File: config.mk
export PLATFORM = sky130hd
export DESIGN_NAME = serial_tcmp_array
export DESIGN_NICKNAME = d
export VERILOG_FILES = /design/src/rtl/serial_tcmp_pkg.sv /design/src/rtl/serial_tcmp_array_lane.sv /design/src/rtl/serial_tcmp_array.sv
export SDC_FILE = /design/constraint.sdc
export NUM_CORES = 1
export LEC_CHECK = 0
export BUFFER_PORTS_ARGS = -buffer_cell sky130_fd_sc_hd__buf_4
export CAP_MARGIN = 10
export CORE_ASPECT_RATIO = 0.7
export CORE_MARGIN = 2
export CORE_UTILIZATION = 50
export DETAILED_ROUTE_END_ITERATION = 8
export PLACE_DENSITY = 0.74
export SYNTH_ARGS = -nofsm -noshare
export SYNTH_HDL_FRONTEND = slang
export SYNTH_SLANG_ARGS = --single-unit
File: constraint.sdc
create_clock -name clk -period 3.25 [get_ports clk]
set_input_delay 0.325 -clock clk [delete_from_list [all_inputs] [get_ports clk]]
set_output_delay 0.325 -clock clk [all_outputs]
set_load 0.01 [all_outputs]
File: src/rtl/serial_tcmp_pkg.sv
// Shared constants for the bit-serial two's-complement array.
//   TCMP_DEF_CH : default number of serial lanes
//   TCMP_DEF_W  : default word length in bits
//   tcmp_clog2  : constant ceil(log2) for parameter derivation
package serial_tcmp_pkg;

    localparam int TCMP_DEF_CH = 4;
    localparam int TCMP_DEF_W  = 8;

    function automatic int tcmp_clog2(input int v);
        int r;
        r = 0;
        for (int i = 0; i < 31; i++) begin
            if ((1 << i) < v) begin
                r = i + 1;
            end
        end
        return r;
    endfunction

endpackage

File: src/rtl/serial_tcmp_array_lane.sv
// One lane of the serial two's-complement unit.
// Ports:
//   clk, rst     : clock, async active-low reset
//   accept       : the current input slice is taken into the word
//   sof          : current slice is bit 0 of a new word
//   last         : current slice is bit W-1 of the word
//   bit_in       : this lane's serial input bit
//   neg_en       : negate enable, only looked at on sof
//   out_bit, ovf : registered result bit and overflow flag
module tcmp_lane (
    input  logic clk,
    input  logic rst,
    input  logic accept,
    input  logic sof,
    input  logic last,
    input  logic bit_in,
    input  logic neg_en,
    output logic out_bit,
    output logic ovf
);

    logic seen_one;
    logic neg_q;
    logic seen;
    logic neg;

    // On a sof slice the word restarts, so history and mode come from this
    // cycle rather than from the registers.
    always_comb begin
        seen = sof ? 1'b0 : seen_one;
        neg  = sof ? neg_en : neg_q;
    end

    always_ff @(posedge clk or negedge rst) begin
        if (!rst) begin
            seen_one <= 1'b0;
            neg_q    <= 1'b0;
            out_bit  <= 1'b0;
            ovf      <= 1'b0;
        end else if (accept) begin
            seen_one <= seen | bit_in;
            neg_q    <= neg;
            // Serial negate: copy bits up to and including the first 1,
            // invert everything after it.
            out_bit  <= neg ? (bit_in ^ seen) : bit_in;
            // Only 100...0 reaches the MSB as a 1 with no earlier 1.
            ovf      <= last & neg & bit_in & ~seen;
        end else begin
            out_bit  <= 1'b0;
            ovf      <= 1'b0;
        end
    end

endmodule

File: src/rtl/serial_tcmp_array.sv
// Multi-lane, word-framed, bit-serial two's-complement unit.
// Ports:
//   clk, rst        : clock, async active-low reset
//   in_valid        : in_bits carries a slice this cycle
//   in_sof          : slice is bit 0 of a new word
//   in_bits[CH]     : one serial bit per lane, LSB first
//   neg_en[CH]      : per-lane negate enable, sampled on sof
//   out_valid       : out_bits valid (1-cycle latency)
//   out_bits[CH]    : per-lane result bit
//   out_sof/out_eof : result bit is bit 0 / bit W-1 of the word
//   ovf[CH]         : most-negative value was negated, with out_eof
//   frame_err       : sof arrived while a word was in progress
//   busy            : a word is in progress
module serial_tcmp_array
    import serial_tcmp_pkg::*;
#(
    parameter int CH    = TCMP_DEF_CH,
    parameter int W     = TCMP_DEF_W,
    parameter int CNT_W = tcmp_clog2(W)
) (
    input  logic          clk,
    input  logic          rst,
    input  logic          in_valid,
    input  logic          in_sof,
    input  logic [CH-1:0] in_bits,
    input  logic [CH-1:0] neg_en,
    output logic          out_valid,
    output logic [CH-1:0] out_bits,
    output logic          out_sof,
    output logic          out_eof,
    output logic [CH-1:0] ovf,
    output logic          frame_err,
    output logic          busy
);

    logic [CNT_W-1:0] cnt;
    logic             frame_active;
    logic             accept;
    logic             last;
    logic             mid_sof;

    // A bit without sof while idle is not part of any word and is dropped.
    assign accept  = in_valid & (in_sof | frame_active);
    // sof always restarts at count 0, so a sof slice is never the last bit.
    assign last    = accept & ~in_sof & (cnt == CNT_W'(W - 1));
    assign mid_sof = accept & in_sof & frame_active;
    assign busy    = frame_active;

    always_ff @(posedge clk or negedge rst) begin
        if (!rst) begin
            cnt          <= '0;
            frame_active <= 1'b0;
            out_valid    <= 1'b0;
            out_sof      <= 1'b0;
            out_eof      <= 1'b0;
            frame_err    <= 1'b0;
        end else begin
            out_valid <= accept;
            out_sof   <= accept & in_sof;
            out_eof   <= last;
            frame_err <= mid_sof;
            if (accept) begin
                if (in_sof) begin
                    cnt          <= CNT_W'(1);
                    frame_active <= 1'b1;
                end else if (last) begin
                    cnt          <= '0;
                    frame_active <= 1'b0;
                end else begin
                    cnt          <= cnt + CNT_W'(1);
                end
            end
        end
    end

    for (genvar i = 0; i < CH; i++) begin : g_lane
        tcmp_lane u_lane (
            .clk     (clk),
            .rst     (rst),
            .accept  (accept),
            .sof     (in_sof),
            .last    (last),
            .bit_in  (in_bits[i]),
            .neg_en  (neg_en[i]),
            .out_bit (out_bits[i]),
            .ovf     (ovf[i])
        );
    end

endmodule
# --- Yosys cells after proc, flatten, opt, wreduce, memory -nomap -nowiden ---
# Index checks and enable logic that the tools add are counted.
# W data, S select, Z words.
totals:
  reg_bits: 24
  input_bits: 12
  output_inout_bits: 13
  word_cells: 81
classes:
  add_sub_neg: 1
  n_eq_ne: 1
  n_mux: 24
  bitwise_logic: 31
  n_reduce_logical: 2
ops:
  columns: ["operator", "count"]
  rows:
  - ["$mux W1", 22]
  - ["$and A1 B1 Y1", 17]
  - ["$mux W3", 2]
  - ["$not A1 Y1", 5]
  - ["$or A1 B1 Y1", 5]
  - ["$xor A1 B1 Y1", 4]
  - ["$add A3 B1 Y3 const B", 1]
  - ["$eq A3 B3 Y1 const B", 1]
  - ["$reduce_and A2 Y1", 1]
  - ["$reduce_bool A2 Y1", 1]

# --- Depth between registers and ports, before layout ---
depth:
  depth_word: 8
  ltp_mapped: 6
  mapped_depth_nobuf: 4

# --- Cells and area by module ---
# A second synthesis with hierarchy kept.
unflattened:
  cells_unflattened: 93
  area_unflattened_um2: 1113.6
modules_own_cells:
  columns: ["mod", "n_inst", "cells_per_inst", "area_per_inst_um2", "seq_area_each_um2"]
  rows:
  - ["tcmp_lane", 4, 16, 185.2, 100.1]
  - ["serial_tcmp_array", 1, 29, 372.9, 200.2]

# --- Worst setup path before layout ---
# No wires, ideal clock.
synth_path:
  kind: "register to register"
  from: "register cnt[0]"
  to: "register cnt[2]"
  setup_time_ps: 125
  t_arrival_ps: 1195
  slack_ps: 1930
  path_stages_with_launch: 5
  path_buffers: 0
  cell_sequence: "dfrtp_1 -> ha_1 -> ha_1 -> nor3b_1 -> mux2_4"
synth_between:
  elab_chain_len: 4
  elab_cells_between_ends: 5
synth_lines:
  columns: ["item", "line_no", "rtl"]
  rows:
  - ["from (decl)", "serial_tcmp_array.sv:36", "logic [CNT_W-1:0] cnt;"]
  - ["from (signal assigned)", "serial_tcmp_array.sv:70", "cnt <= cnt + CNT_W'(1);"]
  - ["branches (longest 2 deep; another with $add A3 B1 Y3)", null, null]
  - ["$mux W3 (*)", "serial_tcmp_array.sv:66", "end else if (last) begin"]
  - ["$mux W3 (*)", "serial_tcmp_array.sv:63", "if (in_sof) begin"]
# Mark *: on every way between the ends.
# A chain may end at the register's enable or synchronous reset.

# --- Worst setup path after layout ---
layout_path:
  from: "register frame_active, in the netlist busy"
  to: "output busy"
layout_rtl:
  columns: ["item", "line_no", "rtl"]
  rows:
  - ["from (decl)", "serial_tcmp_array.sv:37", "logic frame_active;"]
  - ["from (signal assigned)", "serial_tcmp_array.sv:52", "frame_active <= 1'b0;"]
  - ["from (signal assigned)", "serial_tcmp_array.sv:65", "frame_active <= 1'b1;"]
  - ["from (signal assigned)", "serial_tcmp_array.sv:68", "frame_active <= 1'b0;"]
  - ["to (decl)", "serial_tcmp_array.sv:33", "output logic busy"]
# No word-level cell between the ends.

==> key figures <==
Run status
  – Status: finished, final reports clean

Yosys
  – Syn Area/Cell: 12.2 um2
  – Ys async rst share: 100%
  – EDFF count, synth: 0
  – Synth Warn #: 0
  – Most frequent cell after synthesis: dfrtp_1
  – Yosys reg bits: 24
  – Syn Nets: 117
  – Yosys top cell area share: 49.5%
  – Dominant cells by area after synthesis: dfrtp_1 50%, mux2i_1 9.9%, ha_1 6.2%, buf_4 5.0%, o211ai_1 5.0%
  – Synth Cell Area: 1210 um2
  – Main synth FF type: dfrtp_1
  – Seq/Total Area, Yosys: 49.5%
  – Syn Inst Count: 99
  – Area leader, netlist: dfrtp_1
  – Post-synthesis cell type count: 23
  – Commonest cells in the netlist: 24 x dfrtp_1, 12 x mux2i_1, 11 x inv_1

Final layout
  – Nets@finish: 134
  – Finished Core Util: 62.8%
  – Final antenna diode count: 0
  – Area delta synth->final: 15.3%
  – Layout cells sized above 1: 31.3%

Hold path
  – Worst Hold Path EP: g_lane[0].u_lane.neg_q
  – Hold Startpoint: neg_en[0]
  – Worst Hold Depth: 2
  – Min-delay worst type: in2reg

Routing
  – DRC violations left: 0
  – Vias: 766
  – Pre-antenna DRT Iters: 4
  – Avg WL per Cell: 13.9 um
  – Starting DRT DRC Count: 21
  – Vias/cell: 5.21
  – ANT nets after route: 0
  – Routed wire length: 2.04 mm

Clock network
  – Clock-pin transition on the worst setup and hold timing paths: 140 ps
  – CTS-repair resized insts: 0
  – CTS Buf Count: 3
  – CTS tree: done
  – H-tree levels: 1
  – Clock root buffer: clkbuf_4
  – Sink Count: 24
  – Max Root-Sink Buffers: 2
  – Clk_lat worst skew: 320 ps

Critical path
  – WP buf/inv: 1
  – Capture point of the worst reg-to-reg path: g_lane[2].u_lane.ovf
  – Crit-path max cell delay: 660 ps
  – R2r startpoint: cnt[0]
  – Crit. Startpoint: busy
  – Critical Path Fanout Max: 13
  – CP delay by family, top: flip-flops
  – R2R Setup Slk: 1800 ps
  – Critical Path Start Type: register
  – Critical Path AT: 1190 ps
  – Slowest CP cell: dfrtp_1
  – CP required: 2920 ps
  – Crit path cell chain: buf_4
  – Crit end category: output port
  – Kind of critical path: reg2out
  – R2R cell count: 4

Power and ir drop
  – VDD IR max: 439 uV
  – Power density over the cells: 548 nW/um2
  – P_leak: 0.727 nW

Placed design
  – DP HPWL: 1.41 mm
  – Final Wtd Congestion: 0.699
  – PortBufs: 24
  – Pre-CTS setup slack: 1840 ps

Global routing
  – Vias in the first global route: 797
  – First-pass GRT wire length: 3.56 mm
  – Largest net degree at the start of global routing: 26
  – Initial antenna violation count: 0
  – Grt ovf: 0
  – Overall global routing resource usage: 16.8%

Die
  – Core area: 2220 um2
  – Die area: 2840 um2
  – Num rows: 14
  – Initial core utilization: 54.5%
  – Die width: 62.9 um
  – Die Ht: 45.2 um
  – Ports: 25

Timing
  – Fmax: 660 MHz
  – Clk_skew: 7.53 ps
  – Total Neg Setup Slack: 0 ps
  – Final worst-path setup slack: 1730 ps
  – Final setup vio count: 0
  – Unrepaired setup endpoints after global routing: no
  – Tmin final: 1520 ps
  – Final period utilization: 46.7%
  – Final hold vios: 0
  – Max-slew headroom: 68.7%
  – Slew @ Worst Pin: 469 ps
  – Slew Limit Fails: 0

Flow run
  – Max Cap Violations: 0
[cell families after synthesis]
logic type	share of synthesized area [%]
fa+ha+maj	6.19
simple gates	7.84
buf+inv	11.5
compound gates	7.64
mux	17.3
flops	49.5
[final cells by class]
class	count	area (um2)
Fill cell	190	827
Clock inverter	1	30.0
Inverter	11	41.3
Timing Repair Buffer	25	190
Multi-Input combinational cell	51	473
Tap cell	32	40.0
Sequential cell	24	601
Clock buffer	3	22.5
[flip-flops by register name (all words and copies together), names as in the netlist]
signal and flops:
g_lane.u_lane.neg_q 4, g_lane.u_lane.out_bit 4, g_lane.u_lane.ovf 4, g_lane.u_lane.seen_one 4
cnt 3, busy 1, frame_err 1, out_eof 1
out_sof 1, out_valid 1
[power by group]
group / internal (mW) / leakage (nW) / switching, mW / total (mW)
registers: 0.342 / 0.295 / 0.0348 / 0.377
logic: 0.0964 / 0.405 / 0.0724 / 0.169
clock network: 0.125 / 0.0279 / 0.0949 / 0.220
[worst max-delay path by stage]
stage	end	cells past startpoint
detailed placement	cnt[2]	2
CTS	busy	1
global route	g_lane[2].u_lane.ovf	4
finish	busy	1
global placement	cnt[0]	2
floorplan	cnt[2]	4
[per-layer routing]
| layer | up-vias | global-route usage (%) | wire, um |
|---|---|---|---|
| li1 | 368 | - | - |
| met2 | 21 | 29.9 | 927 |
| met5 | - | 0 | 0 |
| met4 | 0 | 4.00 | 13 |
| met1 | 375 | 20.6 | 1010 |
| met3 | 2 | 4.99 | 95 |
[per-stage QoR]
stage,hold slack (ps),power (mW),std cells,instance area [um2]
after floorplan,29.4,0.502,99,1210
after global placement,240,0.547,142,1340
after detailed placement,244,0.554,142,1340
after CTS,227,0.774,147,1400
after global routing,230,0.808,147,1400
final,244,0.765,147,1400
[cell usage in the layout, fill, tap and decap left out]
cell,count
bufinv_16,1
nand2b_1,4
ha_1,6
clkbuf_4,3
nand2_1,2
o21bai_1,1
o211ai_1,8
mux2_2,4
mux2_4,3
inv_1,11
dfrtp_1,24
o21ai_4,1
buf_4,24
nor3_1,1
nand4b_1,2
mux2i_1,12
nor4_1,3
dlygate4sd3_1,1
and2b_1,1
nor3b_1,1
a22o_1,1
and3_1,1
[repair_timing]
item	in CTS	in global routing
hold buffers	1	0
endpoints found under the hold margin	24	0
buffers inserted	0	0
endpoints found under the setup margin	0	0
Note: power is estimated with default switching activity, not from simulation.
